$ cat src/rtl/cpu_bus_arbiter.sv
`default_nettype none
// ============================================================================
// Module   : cpu_bus_arbiter
// Purpose  : Shares one external memory port between the CPU instruction bus
//            and the CPU data bus. Request pulses are captured in per-port
//            pending slots, one memory transaction is outstanding at a time,
//            and read data / acknowledge are routed back to the owner.
// Options  : CPU_BUS_ARB_ROUND_ROBIN_EN - when defined, contention is resolved
//            in favour of the port not granted most recently; otherwise the
//            data port always wins.
// Revision : 1.0 - initial release
// ============================================================================
module cpu_bus_arbiter (
    input  logic        clock,
    input  logic        reset,
    // instruction bus
    input  logic        cpui_request,
    input  logic [31:0] cpui_addr,
    output logic [31:0] cpui_rdata,
    output logic        cpui_ack,
    // data bus
    input  logic        cpud_request,
    input  logic        cpud_write,
    input  logic [31:0] cpud_addr,
    input  logic [31:0] cpud_wdata,
    input  logic [3:0]  cpud_wmask,
    output logic [31:0] cpud_rdata,
    output logic        cpud_ack,
    // memory port
    output logic        mem_request,
    output logic        mem_write,
    output logic [31:0] mem_addr,
    output logic [31:0] mem_wdata,
    output logic [3:0]  mem_wmask,
    input  logic [31:0] mem_rdata,
    input  logic        mem_ack,
    // status
    output logic        arb_error
);

    typedef enum logic [1:0] {
        IDLE   = 2'd0,
        BUSY_I = 2'd1,
        BUSY_D = 2'd2
    } state_t;

    state_t      state, state_nx;

    logic        pend_i, pend_i_nx;
    logic [31:0] pend_i_addr, pend_i_addr_nx;

    logic        pend_d, pend_d_nx;
    logic        pend_d_write, pend_d_write_nx;
    logic [31:0] pend_d_addr, pend_d_addr_nx;
    logic [31:0] pend_d_wdata, pend_d_wdata_nx;
    logic [3:0]  pend_d_wmask, pend_d_wmask_nx;

    logic        mem_request_nx;
    logic        mem_write_nx;
    logic [31:0] mem_addr_nx;
    logic [31:0] mem_wdata_nx;
    logic [3:0]  mem_wmask_nx;
    logic        arb_error_nx;

    // Data port wins a tie when this is high.
    logic        prefer_d;

`ifdef CPU_BUS_ARB_ROUND_ROBIN_EN
    // 1 = data port was granted last, 0 = instruction port.
    logic        last_grant, last_grant_nx;
    assign prefer_d = ~last_grant;
`else
    assign prefer_d = 1'b1;
`endif

    // Completion is forwarded combinationally to whichever port owns the bus.
    assign cpui_ack   = (state == BUSY_I) && mem_ack;
    assign cpud_ack   = (state == BUSY_D) && mem_ack;
    assign cpui_rdata = mem_rdata;
    assign cpud_rdata = mem_rdata;

    // State, pending slots and registered memory-port outputs.
    always_ff @(posedge clock) begin
        if (reset) begin
            state        <= IDLE;
            pend_i       <= 1'b0;
            pend_i_addr  <= 32'd0;
            pend_d       <= 1'b0;
            pend_d_write <= 1'b0;
            pend_d_addr  <= 32'd0;
            pend_d_wdata <= 32'd0;
            pend_d_wmask <= 4'd0;
            mem_request  <= 1'b0;
            mem_write    <= 1'b0;
            mem_addr     <= 32'd0;
            mem_wdata    <= 32'd0;
            mem_wmask    <= 4'd0;
            arb_error    <= 1'b0;
`ifdef CPU_BUS_ARB_ROUND_ROBIN_EN
            last_grant   <= 1'b0;
`endif
        end else begin
            state        <= state_nx;
            pend_i       <= pend_i_nx;
            pend_i_addr  <= pend_i_addr_nx;
            pend_d       <= pend_d_nx;
            pend_d_write <= pend_d_write_nx;
            pend_d_addr  <= pend_d_addr_nx;
            pend_d_wdata <= pend_d_wdata_nx;
            pend_d_wmask <= pend_d_wmask_nx;
            mem_request  <= mem_request_nx;
            mem_write    <= mem_write_nx;
            mem_addr     <= mem_addr_nx;
            mem_wdata    <= mem_wdata_nx;
            mem_wmask    <= mem_wmask_nx;
            arb_error    <= arb_error_nx;
`ifdef CPU_BUS_ARB_ROUND_ROBIN_EN
            last_grant   <= last_grant_nx;
`endif
        end
    end

    // Request capture, protocol checking and grant selection.
    always_comb begin
        state_nx        = state;
        pend_i_nx       = pend_i;
        pend_i_addr_nx  = pend_i_addr;
        pend_d_nx       = pend_d;
        pend_d_write_nx = pend_d_write;
        pend_d_addr_nx  = pend_d_addr;
        pend_d_wdata_nx = pend_d_wdata;
        pend_d_wmask_nx = pend_d_wmask;
        mem_request_nx  = 1'b0;
        mem_write_nx    = mem_write;
        mem_addr_nx     = mem_addr;
        mem_wdata_nx    = mem_wdata;
        mem_wmask_nx    = mem_wmask;
        arb_error_nx    = arb_error;
`ifdef CPU_BUS_ARB_ROUND_ROBIN_EN
        last_grant_nx   = last_grant;
`endif

        // A pulse is legal only if its slot is empty and the port does not
        // own a transaction that is still in flight this cycle.
        if (cpui_request) begin
            if (pend_i || ((state == BUSY_I) && !mem_ack)) begin
                arb_error_nx = 1'b1;
            end else begin
                pend_i_nx      = 1'b1;
                pend_i_addr_nx = cpui_addr;
            end
        end
        if (cpud_request) begin
            if (pend_d || ((state == BUSY_D) && !mem_ack)) begin
                arb_error_nx = 1'b1;
            end else begin
                pend_d_nx       = 1'b1;
                pend_d_write_nx = cpud_write;
                pend_d_addr_nx  = cpud_addr;
                pend_d_wdata_nx = cpud_wdata;
                pend_d_wmask_nx = cpud_wmask;
            end
        end

        // The bus is free when idle or when the current transaction ends now.
        if ((state == IDLE) || mem_ack) begin
            state_nx = IDLE;
            if (pend_d_nx && (!pend_i_nx || prefer_d)) begin
                state_nx       = BUSY_D;
                mem_request_nx = 1'b1;
                mem_write_nx   = pend_d_write_nx;
                mem_addr_nx    = pend_d_addr_nx;
                mem_wdata_nx   = pend_d_wdata_nx;
                mem_wmask_nx   = pend_d_wmask_nx;
                pend_d_nx      = 1'b0;
`ifdef CPU_BUS_ARB_ROUND_ROBIN_EN
                last_grant_nx  = 1'b1;
`endif
            end else if (pend_i_nx) begin
                state_nx       = BUSY_I;
                mem_request_nx = 1'b1;
                mem_write_nx   = 1'b0;
                mem_addr_nx    = pend_i_addr_nx;
                mem_wdata_nx   = 32'd0;
                mem_wmask_nx   = 4'd0;
                pend_i_nx      = 1'b0;
`ifdef CPU_BUS_ARB_ROUND_ROBIN_EN
                last_grant_nx  = 1'b0;
`endif
            end
        end
    end

endmodule
`default_nettype wire

$ cat config.mk
export PLATFORM = sky130hd
export DESIGN_NAME = cpu_bus_arbiter
export DESIGN_NICKNAME = d
export VERILOG_FILES = /design/src/rtl/cpu_bus_arbiter.sv
export SDC_FILE = /design/constraint.sdc
export NUM_CORES = 1
export LEC_CHECK = 0
export BUFFER_PORTS_ARGS = -buffer_cell sky130_fd_sc_hd__clkbuf_2
export CAP_MARGIN = 20
export CORE_MARGIN = 5
export CORE_UTILIZATION = 53
export DETAILED_ROUTE_END_ITERATION = 16
export GPL_ROUTABILITY_DRIVEN = 0
export HOLD_SLACK_MARGIN = 0.1
export PLACE_DENSITY = 0.85
export RECOVER_POWER = 100
export SLEW_MARGIN = 40
export SYNTH_ARGS = -nofsm -noshare
export SYNTH_HDL_FRONTEND = slang
export SYNTH_SLANG_ARGS = --single-unit
$ cat constraint.sdc
create_clock -name clock -period 3.5 [get_ports clock]
set_clock_uncertainty 0.1 [all_clocks]
set_input_delay 0.175 -clock clock [delete_from_list [all_inputs] [get_ports clock]]
set_output_delay 0.175 -clock clock [all_outputs]
set_load 0.01 [all_outputs]
### Word-level counts from Yosys, hierarchy flattened

Cells that the tools add are included.

| operators by class | value |
|---|---|
| mux-type cells | 32 |
| equal/unequal tests | 2 |
| reductions and logical operators | 13 |
| bitwise gates (word level) | 1 |

Operators by type and width:

| kind | number |
|---|---|
| 32-bit 2-to-1 mux | 10 |
| 1-bit 2-to-1 mux | 17 |
| 4-bit 2-to-1 mux | 4 |
| 1-bit logical AND | 4 |
| 2-bit OR reduction | 2 |
| 1-bit logical OR | 3 |
| 2-bit by 1-bit equality test with 1-bit output, second input constant | 1 |
| 2-bit equality test, second input constant | 1 |
| 2-bit logical NOT | 1 |
| 2-bit 2-to-1 mux | 1 |
| 2-bit AND reduction | 1 |
| 2-bit nonzero test | 1 |
| 1-bit logical NOT | 1 |
| 1-bit NOT | 1 |

| word-level totals | value |
|---|---|
| flip-flop bits (word level) | 176 |
| input port bits | 138 |

### Logic depth before layout (Yosys ltp)

Gate-level depths: netlist of the first run.

| depth | value |
|---|---|
| depth after elaboration | 7 |
| mapped depth | 7 |

### Worst setup path before layout of the first run

OpenSTA, ideal clock, no wires.

| path | value |
|---|---|
| path type | flip-flop to flip-flop |
| from | reg state[0] |
| to | reg mem_addr[15] |
| path buffers | 2 |
| library setup time | 0.133 ns |
| setup slack | 1.750 ns |
| cell stages (with the launch flop) | 7 |
| data arrival time | 1.517 ns |
| path through | dfxtp_1 -> or3b_1 -> buf_6 -> clkbuf_2 -> and3_1 -> a211oi_1 -> o41ai_2 |

| on the way | value |
|---|---|
| word-level cells in the longest chain between the ends | 7 |
| elaborated cells on any way between the ends | 20 |

RTL lines:

| item | line | text |
|---|---|---|
| start, declared | 47 | `state_t state, state_nx;` |
| start signal, assigned | 103 | `state <= state_nx;` |
| 2-bit by 1-bit equality test with 1-bit output or 2-bit equality test (tied branches) | 146, 154 |  |
| 1-bit logical AND, on equally long branches | 146, 154 |  |
| 1-bit logical OR, on equally long branches | 146, 154 |  |
| 32-bit 2-to-1 mux (tied with other cells) | 146 | `if (pend_i \|\| ((state == BUSY_I) && !mem_ack)) begin` |
| 32-bit 2-to-1 mux (tied with other cells) | 145 | `if (cpui_request) begin` |
| 32-bit 2-to-1 mux or 2-bit nonzero test (tied branches) | n/a |  |
| 32-bit 2-to-1 mux or 2-bit AND reduction (tied branches) | n/a |  |
| end signal, assigned | 113 | `mem_addr <= mem_addr_nx;` |
| end, declared | 32 | `output logic [31:0] mem_addr,` |

Several ways; a longest one is shown, not always the timed one. The select of a mux whose other input is x is not followed.
A chain may end at the register's enable or synchronous reset.

### Final worst setup path of the first run

| path | value |
|---|---|
| from | reg pend_d |
| to | reg mem_wmask[0] |

| on the way | value |
|---|---|
| word-level cells in the longest chain between the ends | 5 |
| elaborated cells on any way between the ends | 8 |

RTL lines:

| item | line | text |
|---|---|---|
| start, declared | 52 | `logic pend_d, pend_d_nx;` |
| start signal, assigned | 106 | `pend_d <= pend_d_nx;` |
| 1-bit logical OR | 154 | `if (pend_d \|\| ((state == BUSY_D) && !mem_ack)) begin` |
| 1-bit 2-to-1 mux | 154 |  |
| 1-bit 2-to-1 mux | 153 | `if (cpud_request) begin` |
| 2-bit nonzero test (no line) | n/a |  |
| 2-bit AND reduction (no line) | n/a |  |
| end signal, assigned | 115 | `mem_wmask <= mem_wmask_nx;` |
| end, declared | 34 | `output logic [3:0] mem_wmask,` |

Several ways; a longest one is shown, not always the timed one.

==> run_results.csv, run 1 <==
group,metric,value,unit
placed_design,port_buffers,178,
cells_and_area,syn2layout_area_growth,25.3,%
synthesis,synthCells,870,
worst_setup_path,path_delay_family,"simple AND/OR/NAND/NOR gates",
clocking,cts.clk_slew.worst_paths,0.07,ns
pwr,combPwrFrac,15.2,%
worst_setup_path,worstPathRequired,3.73,ns
min_path,hp-class,"in2reg",
synthesis,synth_top_area_share,47.4,%
cells_and_area,drive_gt1_share,14.2,%
die,start_util,53.7,%
cells_and_area,finalNonFillerCells,1247,
clocking,clock-root-buffer,"clkbuf_16",
synthesis,netlist-cell-type-count,38,
synthesis,synth_xor_area_share,0,%
routing,routed_wl,21300,microns
worst_setup_path,crit_fanout,37,
cells_and_area,finalNetCount,1191,
synthesis,synth_area_leaders,"dfxtp_1 (47%), nand2_1 (10%), buf_4 (7.3%), mux2i_1 (5.0%), a21oi_1 (4.6%)",
synthesis,syn-num-nets,1008,
pwr,pwr-share-seq,46.1,%
status,status,"finished, violations left",
grt,grt_pass1_vias,7013,
sta,rsz0062_at_grt,"false",
cells_and_area,utilization,67.3,%
clocking,cts_tree,"built",
clocking,htree_levels,4,
pwr,p_per_area,523,nW/um^2
synthesis,syn_avg_cell_area,8.54,sq um
clocking,cts_buffers,17,
routing,drc,0,
worst_setup_path,cp-start-kind,"flop",
routing,ant_nets,0,
synthesis,synth_compound_area_share,15.5,%
routing,wl_per_cell,17.1,microns
grt,grt_max_degree,106,
worst_setup_path,cp_num_cells,5,
pwr,peakVddDrop,394,uV
die,coreArea,13800,sq um
synthesis,synthAdderAreaFrac,0,%
sta,worstMarginPinSlew,2.28,ns
sta,hold_viol,0,
sta,setup_ws,0.800,ns
routing,firstDrtPassIters,5,
routing,post_drt_via_cell_ratio,5.45,
die,fp.dieW,128,microns
synthesis,synth_top_family_by_area,"simple AND/OR/NAND/NOR gates",
die,die_y,128,microns
synthesis,synth_common_cells,"nand2_1 (198), dfxtp_1 (176), nor2_1 (74), buf_4 (72), a21oi_1 (68)",
synthesis,synth_async_sr_flop_share,0,%
sta,max_freq,370,MHz
clocking,ctsResizeCount,0,
sta,slew_violations,106,
worst_setup_path,critPathSlowestCell,"nor2_1",
sta,relSlewSlack,-51.9,%
synthesis,muxShareOfSynthArea,4.98,%
grt,groute.usage.overall,26.0,%
synthesis,synth-seq-area-share,47.4,%
pwr,p_clk_share,38.6,%
sta,period_needed,2.70,ns
sta,final.setup.tns,0,ns
worst_setup_path,path_class,"reg2reg",
die,ios,275,
die,rows,43,
routing,route.vias.total,6796,
min_path,hold_depth,4,
grt,antenna_found_initial,0,
synthesis,yosysWarnings,0,
synthesis,ys_ff_latch,176,
synthesis,yosys.area_share.simple,20.8,%
placed_design,pre_cts_ws,1.00,ns
cells_and_area,fillers,1068,
sta,setup_viol,0,
status,violations,"capacitance limit, slew limit",
clocking,cts.sinks,176,
routing,drt_iter0_drc,611,
worst_setup_path,cp_num_buf_inv,1,
worst_setup_path,path_common_cell,"nor2_1",
sta,finalCritPeriodShare,77.1,%
clocking,clk_latency,0.43,ns
synthesis,yosysTopAreaCell,"dfxtp_1",
sta,worst_hold_slack,0.129,ns
worst_setup_path,cp-end-kind,"flop",
pwr,intPower,3550,uW
clocking,clk_path_buf_depth,2,
synthesis,synth.most_common_cell,"nand2_1",
worst_setup_path,crit_arrival,2.93,ns
worst_setup_path,path_cells,"nor2_1 -> nor2_1 -> nand2_1 -> buf_4 -> o21ai_0",
placed_design,dpl.hpwl,12200,microns
grt,overflow,0,
pwr,p_sw_share,27.1,%
worst_setup_path,cpPeakStageDelay,0.99,ns
grt,grt_pass1_wl,34500,microns
flow_run,drv_cap,1,
pwr,leakage,0.00398,uW
die,design.die.area,16500,sq um
pwr,power.switching,1320,uW
placed_design,dp.cells,1110,
worst_setup_path,rr_worst_depth,5,
synthesis,synth_edf_count,0,
synthesis,syn_area,7430,sq um
synthesis,synth_ff_type,"dfxtp_1",
[placed cells by master, fill, tap and decap left out, types with 2 or more instances in the layout]
cell type      netlist  layout
nor2b_1             32      32
mux2i_1             37      37
nand2_1            198     198
dlygate4sd3_1        0     104
o21ai_0             38      38
a21oi_1             68      69
bufinv_16            0       2
clkinvlp_4           0       5
inv_1                2       2
clkbuf_1            33      76
nor2_1              74      74
dfxtp_1            176     176
inv_6                0       3
and3b_1              2       2
and3_1              32      32
or3b_1               1       2
clkbuf_2             3     106
buf_4               72       7
a211oi_1            32      32
o41ai_1             27      32
clkinv_2             0       2
clkbuf_16            0      17
[kinds of logic after synthesis]
logic type / Yosys count
AO/OA/AOI/OAI: 177
buffers and inverters: 130
flip-flops: 176
multiplexers: 37
AND/OR/NAND/NOR: 350
[layout make-up]
class | count | area (sq um) | area share (%)
flip-flops and latches | 176 | 3520 | 37.8
multi-input cells | 564 | 3050 | 32.8
repair buffers | 292 | 1920 | 20.6
clock buffers | 20 | 447 | 4.80
well taps | 180 | 225 | 2.42
clock inverters | 12 | 134 | 1.44
inverters | 2 | 7.51 | 0.0806
diodes | 1 | 2.50 | 0.0269
[power groups by stage]
stage          logic (uW)  clock network [uW]  registers, uW
2_1_floorplan         477                   0           2300
3_3_place_gp          645                   0           2280
3_5_place_dp          660                   0           2280
4_1_cts               757                1900           2240
5_1_grt               814                2000           2260
6_report              741                1880           2250
[sequential cells by signal, summed over array words and instances (netlist names)]
signal        flops
mem_addr         32
mem_wdata        32
pend_d_addr      32
pend_d_wdata     32
pend_i_addr      32
mem_wmask         4
pend_d_wmask      4
state             2
arb_error         1
mem_request       1
mem_write         1
pend_d            1
pend_d_write      1
pend_i            1
[stage by stage]
| stage | instance area (sq um) | total power, uW |
|---|---|---|
| finish | 9310 | 4870 |
| global route | 9310 | 5070 |
| CTS | 9460 | 4890 |
| detailed placement | 7840 | 2940 |
| global placement | 7840 | 2920 |
| floorplan | 7430 | 2780 |
[worst register-to-register path: cells and delay by family, from the launching register on]
| kind | cells | cell delay [ns] |
|---|---|---|
| simple gates | 3 | 1.23 |
| flops | 1 | 0.69 |
| compound gates | 1 | 0.30 |
| buf+inv | 1 | 0.29 |
[worst paths after layout]
| path | from | endpoint | slack (ns) |
|---|---|---|---|
| worst min-delay path | mem_ack | arb_error | 0.13 |
| worst max-delay path | pend_d | mem_wmask[0] | 0.80 |
| worst min register to register | pend_i_addr[3] | pend_i_addr[3] | 0.35 |
| worst max register to register | pend_d | mem_wmask[0] | 0.80 |
[what timing repair did]
action / 4_1_cts / 5_1_grt
buffers inserted: 0 / 0
hold buffers: 104 / 0
hold endpoints to repair: 174 / 0
[layer usage]
metal	share of wire [%]	track usage, %
met5	0	0
met4	2.7	10.6
met1	39	30.2
met3	7.9	7.39
met2	50	45.2
(Power assumes the default switching activity.)
==> run 2: changes to the inputs <==
--- a/config.mk
+++ b/config.mk
@@ -8,11 +8,11 @@
 export BUFFER_PORTS_ARGS = -buffer_cell sky130_fd_sc_hd__clkbuf_2
 export CAP_MARGIN = 20
 export CORE_MARGIN = 5
-export CORE_UTILIZATION = 53
+export CORE_UTILIZATION = 45
 export DETAILED_ROUTE_END_ITERATION = 16
 export GPL_ROUTABILITY_DRIVEN = 0
 export HOLD_SLACK_MARGIN = 0.1
-export PLACE_DENSITY = 0.85
+export PLACE_DENSITY = 0.77
 export RECOVER_POWER = 100
 export SLEW_MARGIN = 40
 export SYNTH_ARGS = -nofsm -noshare
==> constraint.sdc (replaced) <==
create_clock -name clock -period 2.3 [get_ports clock]
set_clock_uncertainty 0.1 [all_clocks]
set_input_delay 0.115 -clock clock [delete_from_list [all_inputs] [get_ports clock]]
set_output_delay 0.115 -clock clock [all_outputs]
set_load 0.01 [all_outputs]
==> run_results.csv, run 2 (same netlist as run 1, synthesis figures left out) <==
group,metric,value,unit
cells_and_area,final_cell_mix,"nand2_1 (198), dfxtp_1 (176), dlygate4sd3_1 (113)",
die,fp.dieW,138,microns
routing,routed_wl,20800,microns
worst_setup_path,path_class,"in2reg",
grt,met1_usage,24.8,%
grt,overflow,0,
die,ios,275,
worst_setup_path,cp_num_buf_inv,3,
worst_setup_path,cp-start-kind,"input port",
clocking,cts_tree,"built",
flow_run,drv_cap,0,
routing,drt_iter0_drc,367,
cells_and_area,finalNonFillerCells,1312,
die,design.die.area,19200,sq um
routing,route.vias.total,6858,
die,coreArea,16400,sq um
worst_setup_path,worstPathRequired,2.48,ns
routing,wl_per_cell,15.8,microns
sta,relSlewSlack,6.66,%
clocking,cts_buffers,17,
min_path,hp-class,"in2out",
grt,use_met3,8.05,%
sta,final.setup.tns,0,ns
sta,worstMarginPinSlew,1.40,ns
worst_setup_path,critPathSlowestCell,"or4_1",
cells_and_area,utilization,58.9,%
clocking,clk_latency,0.43,ns
status,status,"finished, final reports clean",
sta,max_freq,453,MHz
grt,grt_max_degree,65,
pwr,peakVddDrop,553,uV
sta,setup_viol,0,
worst_setup_path,path_delay_family,"buffers and inverters",
worst_setup_path,crit_fanout,28,
worst_setup_path,cpPeakStageDelay,0.57,ns
sta,rsz0062_at_grt,"false",
sta,slew_violations,0,
cells_and_area,finalNetCount,1216,
routing,post_drt_via_cell_ratio,5.23,
grt,busiest_layer,"met2",
pwr,p_per_area,776,nW/um^2
sta,finalCritPeriodShare,96.0,%
cells_and_area,syn2layout_area_growth,30.0,%
worst_setup_path,path_cells,"dlygate4sd3_1 -> clkbuf_2 -> or4_1 -> nand3_2 -> buf_2 -> o41ai_1",
clocking,clock-root-buffer,"clkbuf_16",
routing,ant_nets,0,
grt,grt_pass1_wl,34300,microns
die,rows,47,
cells_and_area,drive_gt1_share,15.5,%
routing,firstDrtPassIters,5,
placed_design,pre_cts_ws,0.225,ns
grt,groute.usage.overall,21.6,%
placed_design,placed_area,8050,sq um
worst_setup_path,crit_arrival,2.39,ns
cells_and_area,layout_commonest_cell,"nand2_1",
routing,drc,0,
grt,globalRouteMet2Util,36.5,%
grt,antenna_found_initial,1,
clocking,htree_levels,4,
sta,setup_ws,0.0924,ns
clocking,cts.clk_slew.worst_paths,0.07,ns
placed_design,port_buffers,178,
pwr,leakage,0.00416,uW
worst_setup_path,cp-end-kind,"flop",
placed_design,dpl.hpwl,12700,microns
clocking,cts.sinks,176,
sta,period_needed,2.21,ns
cells_and_area,fillers,1399,
die,start_util,45.3,%
sta,hold_viol,0,
clocking,clk_path_buf_depth,2,
placed_design,dp.cells,1162,
grt,grt_pass1_vias,6997,
die,die_y,138,microns
cells_and_area,fin_area,9660,sq um
run 2: layout make-up:
| type | count | area (sq um) | share of cell area (%) |
|---|---|---|---|
| Inverter | 2 | 7.51 | 0.0778 |
| Timing Repair Buffer | 317 | 2190 | 22.6 |
| Antenna cell | 1 | 2.50 | 0.0259 |
| Multi-Input combinational cell | 564 | 3060 | 31.7 |
| Clock inverter | 14 | 160 | 1.66 |
| Clock buffer | 18 | 439 | 4.55 |
| Sequential cell | 176 | 3520 | 36.5 |
| Tap cell | 220 | 275 | 2.85 |
run 2: report_power, final:
part | internal, uW | leakage [uW] | switching, uW
combinational | 528 | 0.00242 | 660
clock | 1500 | 0.000289 | 1400
sequential | 3280 | 0.00145 | 119
run 2: path summary, 6_finish.rpt:
path	startpoint	endpoint	slack (ns)	cells past startpoint
max	cpud_request	mem_addr[4]	0.09	6
min	mem_rdata[16]	cpud_rdata[16]	0.13	0
max reg2reg	state[1]	pend_d_addr[2]	0.13	6
min reg2reg	mem_addr[12]	mem_addr[12]	0.35	2
run 2: repair_timing:
action                     4_1_cts  5_1_grt
setup buffers                    0        4
hold buffers                   113        0
setup endpoints to repair        0        4
hold endpoints to repair       175        0
resized for setup                0        0
run 2: metrics by stage:
step | total power, uW | hold WS (ns)
2_1_floorplan | 4220 | 0.151
3_3_place_gp | 4510 | 0.130
3_5_place_dp | 4530 | 0.130
4_1_cts | 7580 | 0.130
5_1_grt | 7840 | 0.130
6_report | 7490 | 0.130
run 2: metal layers:
layer | share of wire, % | up-vias | wire, microns
met5 | 0 | - | 0
met4 | 2.9 | 0 | 603
met3 | 7.7 | 57 | 1610
met2 | 49 | 264 | 10100
met1 | 41 | 3260 | 8420
li1 | - | 3277 | -
==> run 3: changes to the inputs <==
--- a/config.mk
+++ b/config.mk
@@ -5,14 +5,18 @@
 export SDC_FILE = /design/constraint.sdc
 export NUM_CORES = 1
 export LEC_CHECK = 0
+export ABC_AREA = 1
 export BUFFER_PORTS_ARGS = -buffer_cell sky130_fd_sc_hd__clkbuf_2
 export CAP_MARGIN = 20
+export CELL_PAD_IN_SITES_DETAIL_PLACEMENT = 0
+export CELL_PAD_IN_SITES_GLOBAL_PLACEMENT = 1
 export CORE_MARGIN = 5
-export CORE_UTILIZATION = 45
+export CORE_UTILIZATION = 31
+export CTS_CLUSTER_DIAMETER = 200
 export DETAILED_ROUTE_END_ITERATION = 16
 export GPL_ROUTABILITY_DRIVEN = 0
 export HOLD_SLACK_MARGIN = 0.1
-export PLACE_DENSITY = 0.77
+export PLACE_DENSITY_LB_ADDON = 0.1
 export RECOVER_POWER = 100
 export SLEW_MARGIN = 40
 export SYNTH_ARGS = -nofsm -noshare
==> run_results.csv, run 3 <==
group,metric,value,unit
synthesis,synth_ff_type,"dfxtp_1",
pwr,intPower,5720,uW
routing,firstDrtPassIters,4,
synthesis,yosysTopAreaCell,"dfxtp_1",
cells_and_area,final_cell_mix,"nand2_1 (302), dfxtp_1 (176), inv_1 (110), nand3_1 (110), dlygate4sd3_1 (107)",
min_path,hold_depth,0,
pwr,combPwrFrac,17.3,%
worst_setup_path,cp-end-kind,"flop",
worst_setup_path,crit_arrival,2.36,ns
cells_and_area,utilization,41.0,%
clocking,cts.sinks,176,
grt,groute.usage.overall,17.0,%
synthesis,syn_area,7670,sq um
min_path,hp-class,"in2out",
flow_run,drv_cap,0,
synthesis,synth_top_area_share,46.0,%
sta,hold_viol,0,
clocking,cts_tree,"built",
worst_setup_path,cp-startpoint,"pend_d",
placed_design,port_buffers,178,
cells_and_area,finalNetCount,1384,
clocking,cts_buffers,17,
sta,rsz0062_at_grt,"false",
sta,slew_violations,0,
grt,grt_max_degree,69,
die,start_util,31.5,%
status,status,"finished, final reports clean",
cells_and_area,layout_commonest_cell,"nand2_1",
clocking,cts.clk_slew.worst_paths,0.06,ns
grt,grt_pass1_vias,7297,
cells_and_area,fillers,2597,
sta,period_needed,2.15,ns
placed_design,dpl.hpwl,14900,microns
routing,ant_nets,0,
synthesis,synth_area_leaders,"dfxtp_1 (46%), nand2_1 (14%), nand3_1 (7.2%), buf_4 (6.3%), nand4_1 (6.1%)",
die,coreArea,24300,sq um
synthesis,syn-num-nets,1194,
cells_and_area,insertedDiodeCount,0,
synthesis,synth.most_common_cell,"nand2_1",
worst_setup_path,worstReg2RegStart,"pend_d",
sta,final.setup.tns,0,ns
die,ios,275,
clocking,htree_levels,4,
die,fp.dieW,167,microns
routing,post_drt_via_cell_ratio,4.51,
sta,setup_viol,0,
synthesis,synth_async_sr_flop_share,0,%
pwr,leakage,0.00480,uW
worst_setup_path,reg2reg_to,"pend_d_addr[24]",
grt,grt_pass1_wl,38800,microns
placed_design,placed_area,8390,sq um
pwr,power.switching,2240,uW
clocking,cts_setup_buffers,0,
worst_setup_path,crit_fanout,34,
worst_setup_path,reg2reg_slack,0.15,ns
synthesis,synth_common_cells,"nand2_1 (294), dfxtp_1 (176), nand3_1 (110), inv_1 (109), a21oi_1 (77)",
clocking,clk_latency,0.42,ns
worst_setup_path,endpoint,"pend_d_addr[24]",
worst_setup_path,worstPathRequired,2.50,ns
synthesis,syn_avg_cell_area,7.26,sq um
routing,route.vias.total,7128,
synthesis,synthCells,1056,
pwr,peakVddDrop,401,uV
synthesis,ys_ff_latch,176,
pwr,pwr-share-seq,43.1,%
grt,overflow,0,
synthesis,yosysWarnings,0,
synthesis,synth_edf_count,0,
die,rows,57,
routing,drc,0,
synthesis,netlist-cell-type-count,25,
sta,finalCritPeriodShare,93.6,%
clocking,clk_path_buf_depth,2,
pwr,p_per_area,799,nW/um^2
die,die_y,167,microns
synthesis,synth-seq-area-share,46.0,%
worst_setup_path,rr_worst_depth,7,
cells_and_area,finalNonFillerCells,1582,
routing,wl_per_cell,15.1,microns
die,design.die.area,28000,sq um
cells_and_area,fin_area,9960,sq um
clocking,clock-root-buffer,"clkbuf_16",
worst_setup_path,path_class,"reg2reg",
placed_design,dp.cells,1444,
pwr,p_clk_share,39.7,%
cells_and_area,drive_gt1_share,13.4,%
worst_setup_path,cp-start-kind,"flop",
sta,relSlewSlack,52.8,%
pwr,p_sw_share,28.2,%
grt,antenna_found_initial,1,
routing,routed_wl,23800,microns
sta,max_freq,464,MHz
routing,drt_iter0_drc,382,
cells_and_area,syn2layout_area_growth,30.0,%
sta,worstMarginPinSlew,0.707,ns
-- run 3: changes by cell type after synthesis, sizes merged, moves of 9 or more --
| cell | change |
|---|---|
| nand3 | +111 |
| o21ai | -12 |
| nor2 | -44 |
| nor2b | -32 |
| a211oi | -33 |
| mux2i | -37 |
| nand2 | +108 |
| inv | +112 |
| nand4 | +75 |
| o41ai | -32 |
| and3 | -32 |
| buf | +11 |
| a21oi | +9 |
-- run 3: repair_timing --
| item | CTS | global route |
|---|---|---|
| gates resized for setup | 0 | 2 |
| hold buffers | 107 | 0 |
| hold endpoints to repair | 174 | 0 |
| setup endpoints to repair | 0 | 33 |
-- run 3: cell type report --
cell class | instances | area, sq um | area share, %
clock buffers | 18 | 439 | 4.41
clock inverters | 13 | 198 | 1.98
well taps | 324 | 405 | 4.07
flip-flops and latches | 176 | 3520 | 35.4
repair buffers | 304 | 2060 | 20.7
inverters | 116 | 438 | 4.40
multi-input cells | 631 | 2900 | 29.1
-- run 3: kinds of logic (layout without fill, tap and decap cells) --
family	after synthesis	after routing	synth area share, %
simple gates	526	526	31.1
buf+inv	249	451	16.0
flops	176	176	46.0
compound gates	105	105	6.92
-- run 3: power by group through the flow --
stage | Sequential (uW) | Combinational (uW) | Clock [uW]
finish | 3430 | 1370 | 3160
global route | 3460 | 1570 | 3390
CTS | 3430 | 1450 | 3260
detailed placement | 3500 | 1290 | 0
global placement | 3500 | 1280 | 0
floorplan | 3540 | 858 | 0
-- run 3: metal layers --
layer	vias up	global-route usage, %	part of all wire (%)
met5	-	0	0.055
met4	2	5.29	2.2
met3	33	3.75	4.9
met2	166	29.0	48
met1	3212	21.7	45
li1	3715	-	-
-- run 3: how the worst min path moves through the flow --
stage | startpoint | to | slack, ns
6_report | mem_rdata[0] | cpud_rdata[0] | 0.13
5_1_grt | mem_rdata[8] | cpud_rdata[8] | 0.13
4_1_cts | mem_rdata[15] | cpud_rdata[15] | 0.13
3_5_place_dp | mem_rdata[15] | cpud_rdata[15] | 0.13
3_3_place_gp | mem_rdata[15] | cpud_rdata[15] | 0.13
2_1_floorplan | mem_ack | pend_d | 0.19
-- run 3: critical path, cell delays in order (launching register included) --
cell           delay (ns)
dfxtp_1              0.30
clkinv_1             0.06
buf_4                0.43
nand3_4              0.17
buf_4                0.25
nand2_1              0.11
a21oi_1              0.06
dlygate4sd3_1        0.55
-- run 3: stage by stage --
step / power (uW) / hold WS (ns) / setup slack (ns)
finish: 7960 / 0.130 / 0.147
global route: 8420 / 0.130 / 0.0173
CTS: 8140 / 0.130 / 0.0466
detailed placement: 4800 / 0.130 / 0.106
global placement: 4780 / 0.130 / 0.151
floorplan: 4400 / 0.188 / 0.811
